[src/rtl/ryuki_mem_arbiter.sv]
// Two-port (instruction/data) arbiter onto one req/gnt/rvalid memory port.
// Responses return in order and are routed by a small FIFO of source IDs.
module ryuki_mem_arbiter #(
   parameter int ADDR_WIDTH      = 32,
   parameter int DATA_WIDTH      = 32,
   parameter int MAX_OUTSTANDING = 2,
   parameter bit FIXED_PRIO      = 1'b0
) (
   input  logic                                 clk_i,
   input  logic                                 rst_i,
   input  logic                                 instr_req_i,
   input  logic [ADDR_WIDTH-1:0]                instr_addr_i,
   output logic                                 instr_gnt_o,
   output logic                                 instr_rvalid_o,
   output logic [DATA_WIDTH-1:0]                instr_rdata_o,
   input  logic                                 data_req_i,
   input  logic [ADDR_WIDTH-1:0]                data_addr_i,
   input  logic                                 data_we_i,
   input  logic [DATA_WIDTH/8-1:0]              data_be_i,
   input  logic [DATA_WIDTH-1:0]                data_wdata_i,
   output logic                                 data_gnt_o,
   output logic                                 data_rvalid_o,
   output logic [DATA_WIDTH-1:0]                data_rdata_o,
   output logic                                 data_err_o,
   output logic                                 mem_req_o,
   output logic [ADDR_WIDTH-1:0]                mem_addr_o,
   output logic                                 mem_we_o,
   output logic [DATA_WIDTH/8-1:0]              mem_be_o,
   output logic [DATA_WIDTH-1:0]                mem_wdata_o,
   input  logic                                 mem_gnt_i,
   input  logic                                 mem_rvalid_i,
   input  logic [DATA_WIDTH-1:0]                mem_rdata_i,
   input  logic                                 mem_err_i,
   output logic [$clog2(MAX_OUTSTANDING+1)-1:0] outstanding_o,
   output logic                                 protocol_err_o
);

   localparam int CNT_W = $clog2(MAX_OUTSTANDING + 1);
   localparam int PTR_W = (MAX_OUTSTANDING > 1) ? $clog2(MAX_OUTSTANDING) : 1;
   localparam int BE_W  = DATA_WIDTH / 8;

   // Handshake: a request is accepted in the cycle where mem_req_o and mem_gnt_i
   // are both high; once offered, the selected port must hold its request until then.
   typedef enum logic [1:0] {IDLE, HOLD_I, HOLD_D} state_e;

   state_e                     state_q, state_d;
   logic                       last_q, last_d;      // 1 = data port won last
   logic                       perr_q, perr_d;
   logic [MAX_OUTSTANDING-1:0] fifo_q, fifo_d;      // source IDs, 1 = data
   logic [PTR_W-1:0]           rd_ptr_q, rd_ptr_d;
   logic [PTR_W-1:0]           wr_ptr_q, wr_ptr_d;
   logic [CNT_W-1:0]           count_q, count_d;

   logic sel_data, sel_valid, stall, grant, pop, empty, full, head;

   always_comb begin
      state_d   = state_q;
      last_d    = last_q;
      perr_d    = perr_q;
      fifo_d    = fifo_q;
      rd_ptr_d  = rd_ptr_q;
      wr_ptr_d  = wr_ptr_q;
      count_d   = count_q;
      sel_data  = 1'b0;
      sel_valid = 1'b0;

      empty = (count_q == '0);
      full  = (count_q == CNT_W'(MAX_OUTSTANDING));
      head  = fifo_q[rd_ptr_q];
      pop   = mem_rvalid_i & ~empty;
      stall = full & ~pop;

      case (state_q)
         HOLD_I: begin
            sel_data  = 1'b0;
            sel_valid = instr_req_i;
         end
         HOLD_D: begin
            sel_data  = 1'b1;
            sel_valid = data_req_i;
         end
         default: begin
            if (instr_req_i && data_req_i)
               sel_data = FIXED_PRIO ? 1'b1 : ~last_q;
            else
               sel_data = data_req_i;
            sel_valid = instr_req_i | data_req_i;
         end
      endcase

      mem_req_o = sel_valid & ~stall;
      grant     = mem_req_o & mem_gnt_i;

      if ((state_q != IDLE) && !sel_valid) begin
         state_d = IDLE;
         perr_d  = 1'b1;
      end else if (grant) begin
         state_d = IDLE;
         last_d  = sel_data;
      end else if (mem_req_o) begin
         state_d = sel_data ? HOLD_D : HOLD_I;
      end

      mem_addr_o  = '0;
      mem_we_o    = 1'b0;
      mem_be_o    = '0;
      mem_wdata_o = '0;
      if (mem_req_o) begin
         if (sel_data) begin
            mem_addr_o  = data_addr_i;
            mem_we_o    = data_we_i;
            mem_be_o    = data_be_i;
            mem_wdata_o = data_wdata_i;
         end else begin
            mem_addr_o = instr_addr_i;
            mem_be_o   = {BE_W{1'b1}};
         end
      end

      instr_gnt_o    = grant & ~sel_data;
      data_gnt_o     = grant & sel_data;
      instr_rvalid_o = pop & ~head;
      data_rvalid_o  = pop & head;
      data_err_o     = data_rvalid_o & mem_err_i;
      instr_rdata_o  = mem_rdata_i;
      data_rdata_o   = mem_rdata_i;

      // Orphan responses and errors on instruction fetches are both reported.
      if (mem_rvalid_i && empty) perr_d = 1'b1;
      if (instr_rvalid_o && mem_err_i) perr_d = 1'b1;

      if (grant) begin
         fifo_d[wr_ptr_q] = sel_data;
         wr_ptr_d = (wr_ptr_q == PTR_W'(MAX_OUTSTANDING - 1)) ? '0 : wr_ptr_q + 1'b1;
      end
      if (pop)
         rd_ptr_d = (rd_ptr_q == PTR_W'(MAX_OUTSTANDING - 1)) ? '0 : rd_ptr_q + 1'b1;
      case ({grant, pop})
         2'b10:   count_d = count_q + 1'b1;
         2'b01:   count_d = count_q - 1'b1;
         default: count_d = count_q;
      endcase

      outstanding_o  = count_q;
      protocol_err_o = perr_q;
   end

   always_ff @(posedge clk_i) begin
      if (rst_i) begin
         state_q  <= IDLE;
         last_q   <= 1'b0;
         perr_q   <= 1'b0;
         fifo_q   <= '0;
         rd_ptr_q <= '0;
         wr_ptr_q <= '0;
         count_q  <= '0;
      end else begin
         state_q  <= state_d;
         last_q   <= last_d;
         perr_q   <= perr_d;
         fifo_q   <= fifo_d;
         rd_ptr_q <= rd_ptr_d;
         wr_ptr_q <= wr_ptr_d;
         count_q  <= count_d;
      end
   end

endmodule

[config.mk]
export PLATFORM = sky130hd
export DESIGN_NAME = ryuki_mem_arbiter
export DESIGN_NICKNAME = d
export VERILOG_FILES = /design/src/rtl/ryuki_mem_arbiter.sv
export SDC_FILE = /design/constraint.sdc
export NUM_CORES = 1
export LEC_CHECK = 0
export ABC_AREA = 1
export BUFFER_PORTS_ARGS = -buffer_cell sky130_fd_sc_hd__buf_4
export CAP_MARGIN = 20
export CORE_AREA = 2 2 109 111
export CTS_CLUSTER_SIZE = 40
export DETAILED_ROUTE_END_ITERATION = 7
export DIE_AREA = 0 0 111 113
export GPL_TIMING_DRIVEN = 0
export PLACE_DENSITY = 0.49
export SLEW_MARGIN = 0
export SYNTH_ARGS = -nofsm -noshare
export SYNTH_HDL_FRONTEND = slang
export SYNTH_SLANG_ARGS = --single-unit
export TNS_END_PERCENT = 30
[constraint.sdc]
create_clock -name clk_i -period 2.87 [get_ports clk_i]
set_input_delay 0.861 -clock clk_i [delete_from_list [all_inputs] [get_ports clk_i]]
set_output_delay 0.861 -clock clk_i [all_outputs]
set_load 0.1 [all_outputs]
Word-level counts from Yosys, hierarchy flattened --
Index checks and enable logic that the tools add are counted.
Operators by class: equality and inequality tests 5, reduce and logical (&&, ||, !) cells 12, multiply operators 0, bitwise gates (word level) 17, add/subtract/negate cells 4, divide/modulo/power cells 0, shift-type cells 0, $lt $le $gt $ge 3, muxes and demuxes 23
Operator list (count):
- two-way mux 32 bit | 4
- two-way mux 1 bit | 11
- bitwise AND 1 bit | 9
- two-way mux 4 bit | 2
- NOT 1 bit | 7
- == test 2 bit (second input constant) | 3
- logical AND 1 bit | 5
- == test 2 x 1 -> 1 bit (second input constant) | 2
- less-than comparator 1 x 2 -> 1 bit (second input constant) | 2
- one-hot mux 1 bit (2 select lines) | 2
- one-hot mux 2 bit (2 select lines) | 1
- nonzero test 2 bit | 2
- nonzero test 3 bit | 1
- OR reduction 3 bit | 1
- adder 1 bit (second input constant) | 2
- adder 2 x 1 -> 2 bit (second input constant) | 1
- bitwise mux 2 bit | 1
- zero test 2 bit | 1
- two-way mux 2 bit | 1
- AND reduction 2 bit | 1
- subtractor 2 x 1 -> 2 bit (second input constant) | 1
- demux 1 bit (select 1 bit) | 1
- greater-or-equal comparator 1 bit (second input constant) | 1
- zero test 1 bit | 1
- OR 1 bit | 1
Word-level totals: logic and storage cells 71, ROM bits 0, output and inout bits 142, latch bits 0, memories kept 0, input bits 140, RAM bits 0, bits in registers 10

Logic depth before layout (Yosys ltp) --
word-level depth 10, depth in mapped cells 13, depth with buffers taken out 13

Worst setup path after synthesis --
Ideal clock, no wire load.
path type register -> output, start point reg count_q[0] (netlist: outstanding_o[0]), end point out data_err_o, data arrival time 3.713 ns, stages on the path, launching flop included 5, required time 2.009 ns, path slack -1.704 ns, path through dfxtp_1 -> nor2_1 -> nor2_1 -> inv_1 -> nor3b_1
Between the ends: longest elaborated chain between the ends 5
Ends and longest elaborated chain:
- start, declared | line 52 | logic [CNT_W-1:0] count_q, count_d;
- start signal, assigned | line 164 | count_q <= count_d;
- zero test 2 bit | line 67 | empty = (count_q == '0);
- NOT 1 bit | line 70 | pop = mem_rvalid_i & ~empty;
- bitwise AND 1 bit | line 70
- net pop | line 54 | logic sel_data, sel_valid, stall, grant, pop, empty, full, head;
- bitwise AND 1 bit | line 123 | data_rvalid_o = pop & head;
- bitwise AND 1 bit | line 124 | data_err_o = data_rvalid_o & mem_err_i;
- end, declared | line 24 | output logic data_err_o,
The timed path passes the listed nets, and every way through them passes these cells.

Worst setup path in the final report --
start point in instr_req_i, end point out mem_addr_o[25]
Between the ends: longest elaborated chain between the ends 5
Ends and longest elaborated chain:
- start, declared | line 11 | input logic instr_req_i,
- logical AND 1 bit | line 83 | if (instr_req_i && data_req_i)
- two-way mux 1 bit | line 83
- one-hot mux 1 bit (2 select lines) | line 73 | case (state_q)
- two-way mux 32 bit | line 109 | if (sel_data) begin
- two-way mux 32 bit (*) | line 108 | if (mem_req_o) begin
- end, declared | line 26 | output logic [ADDR_WIDTH-1:0] mem_addr_o,
Mark *: on every way between the ends. The rest lies on a longest branch, timed or not.

==> impl_metrics.py <==
metrics = {
    "min_path": {
        "whs_path_depth": 1,
        "hold_start": "rd_ptr_q",
        "hp-class": "reg2reg",
        "hold_end": "rd_ptr_q",
    },
    "floorplanning": {
        "coreArea_mm2": 0.0113,
        "dieWidth_um": 111,
        "floorplan.initialDensity": 0.170,
        "dieHeight_um": 113,
        "core.rowCount": 39,
        "ioPinCount": 282,
        "die_area_mm2": 0.0125,
    },
    "synth": {
        "synth_top_family_by_area": "simple AND/OR/NAND/NOR gates",
        "synth_top_area_cell": "buf_4",
        "netlist_area_mm2": 0.00192,
        "synth_top_cell_area_share": 0.278,
        "synthesis.nets": 489,
        "synthTopCellsByArea": "buf_4 28%, nand2_1 22%, nor2_1 11%",
        "syn_avg_cell_area_um2": 5.56,
        "synth_mux_area_frac": 0,
        "synthXorXnorAreaFrac": 0,
        "synth-edff-count": 0,
        "synth_warnings": 0,
        "yosysMostFrequentCell": "nand2_1",
        "syn_inst": 345,
        "netlist_top_cells_count": "114 x nand2_1, 71 x buf_4, 57 x nor2_1, 40 x nand3_1, 16 x inv_1",
        "seq_area_frac_synth": 0.104,
        "ys_ff_latch": 10,
        "synth.distinct_cells": 20,
        "synth-simple-area-share": 0.474,
        "synth_ff_type": "dfxtp_1",
        "synth_async_sr_flop_share": 0,
        "synth_compound_area_frac": 0.0398,
        "synth-adder-area-share": 0.0261,
    },
    "clock_tree": {
        "cts_tree": "done",
        "cts_hold_buf": 0,
        "cts.clk_slew.worst_paths_ns": 0.04,
        "cts_root_buf": "clkbuf_16",
        "cts_num_sinks": 10,
        "htree_num_levels": 1,
        "cts.path.max_buffers": 2,
        "worstSkewPairLatency_ns": 0.24,
        "numCtsBuffers": 3,
    },
    "critical_path": {
        "arrival_ns": 2.02,
        "cp.required_ns": 2.01,
        "r2r_setup_slack_ns": 0.84,
        "start_kind": "input pin",
        "endpoint_kind": "output port",
        "r2r_cells": 12,
        "rr_startpoint": "state_q[0]",
        "reg2reg_to": "outstanding_o[1]",
        "critical_path_class": "in2out",
        "path_max_fanout": 6,
    },
    "drt": {
        "route.antenna.remaining_nets": 0,
        "wl_per_cell_um": 13.6,
        "drt_iter0_markers": 83,
        "drt-total-wl_um": 10300,
        "drt-vias-per-instance": 4.09,
        "drc": 0,
        "dr.pass1.iters": 4,
        "vias": 3115,
    },
    "timing": {
        "worst_slack_ns": -0.00917,
        "relSlewSlack": 0.568,
        "post-route-period-util": 1.00,
        "hold_violations": 0,
        "period_minus_slack_ns": 2.88,
        "hold_slack_ns": 0.471,
        "rsz0062_at_grt": "yes",
        "fin_skew_ns": 0.00174,
        "max_freq_mhz": 347,
        "finalMaxSlewViolations": 0,
        "setup_viol": 7,
        "tightest_slew_ns": 0.641,
    },
    "placed_design": {
        "dpl_cell_area_mm2": 0.00411,
        "port-buffer-count": 249,
        "place_ws_ns": -0.268,
        "gp_congestion": 0.843,
        "dp_hpwl_um": 7780,
        "dp_cells": 737,
    },
    "layout": {
        "final_area_mm2": 0.00565,
        "synthToLayoutAreaGrowth_pct": 194,
        "fillers": 1080,
        "stdcell_count": 761,
        "fin_nets": 763,
        "diodes": 0,
        "drive_above_1_share": 0.791,
    },
    "grt": {
        "grt_max_degree": 11,
        "grt_usage": 0.144,
        "grt_pass1_wl_um": 14900,
        "grt_overflow": 0,
        "antenna_found_initial": 0,
        "grt_pass1_vias": 2974,
    },
    "outcome": {
        "status": "finished with violations",
        "violations": "setup timing",
    },
    "run": {
        "maxCapViolCount": 0,
    },
}
## flip-flops by register name (all words and copies together), names as in the netlist
name            count
outstanding_o       2
protocol_err_o      1
rd_ptr_q            1
state_q             2
wr_ptr_q            1
fifo_q              2
last_q              1
## worst max path at each step
stage | cells past startpoint | to | from | slack (ns)
5_1_grt | 11 | mem_addr_o[25] | instr_req_i | -0.07
2_1_floorplan | 5 | mem_wdata_o[10] | instr_req_i | -0.28
6_report | 11 | mem_addr_o[25] | instr_req_i | -0.009
4_1_cts | 10 | mem_addr_o[16] | instr_req_i | -0.03
3_5_place_dp | 7 | mem_wdata_o[8] | mem_rvalid_i | -0.27
3_3_place_gp | 7 | mem_wdata_o[8] | mem_rvalid_i | -0.28
## routing by layer
metal  vias to the layer above  share of wire  track usage  wire [µm]
met5                         -              0            0          0
met4                         0          0.015       0.0283        153
met3                        13          0.067       0.0305        690
met2                       143           0.56        0.283       5820
met1                      1409           0.36        0.161       3680
li1                       1550              -            -          -
## worst max-delay path, cell delays in order
cell	delay [ns]
buf_8	0.09
nand2_4	0.05
nand3_4	0.08
o21ai_4	0.07
buf_6	0.13
nor2_4	0.13
buf_8	0.15
clkbuf_16	0.17
nand2_4	0.05
nand2_4	0.06
buf_12	0.17
## placed cells by master (no fill, tap or decap), drive strengths merged
master and count:
buf 344, nor2 58, nand3b 1, nor3b 1, nand3 42, clkbuf 10, o21ai 7, dfxtp 10
a21oi 6, nand2 114, ha 4, nand4 2, clkinvlp 1, inv 18
## metrics by stage
step,utilization,setup TNS (ns)
final,0.501,-0.0302
after floorplan,-,-13.63
after detailed placement,0.364,-10.64
after CTS,0.455,-0.521
after global routing,0.501,-1.72
after global placement,0.364,-10.21
## cells by family after synthesis
| family | after synthesis |
|---|---|
| AO/OA/AOI/OAI | 13 |
| buffers and inverters | 100 |
| adder cells (fa/ha/maj) | 4 |
| flip-flops | 10 |
| AND/OR/NAND/NOR | 218 |
## layout make-up
cell class | count | area, µm² | area share
clock buffers | 4 | 88.8 | 0.0157
inverters | 19 | 85.1 | 0.0151
repair buffers | 269 | 2940 | 0.520
well taps | 143 | 179 | 0.0317
plain buffers | 81 | 668 | 0.118
multi-input cells | 235 | 1480 | 0.263
flip-flops and latches | 10 | 205 | 0.0363
## repair_timing
item                                    4_1_cts  5_1_grt
endpoints found under the setup margin       72       74
endpoints found under the hold margin         0        0
cloned                                        4        3
gates resized for setup                     222      108
pin swaps                                    10       41
setup buffers                                 8        5
Power is not shown: default switching activity piles up to over one toggle a cycle in this logic, so the estimate is an artifact.
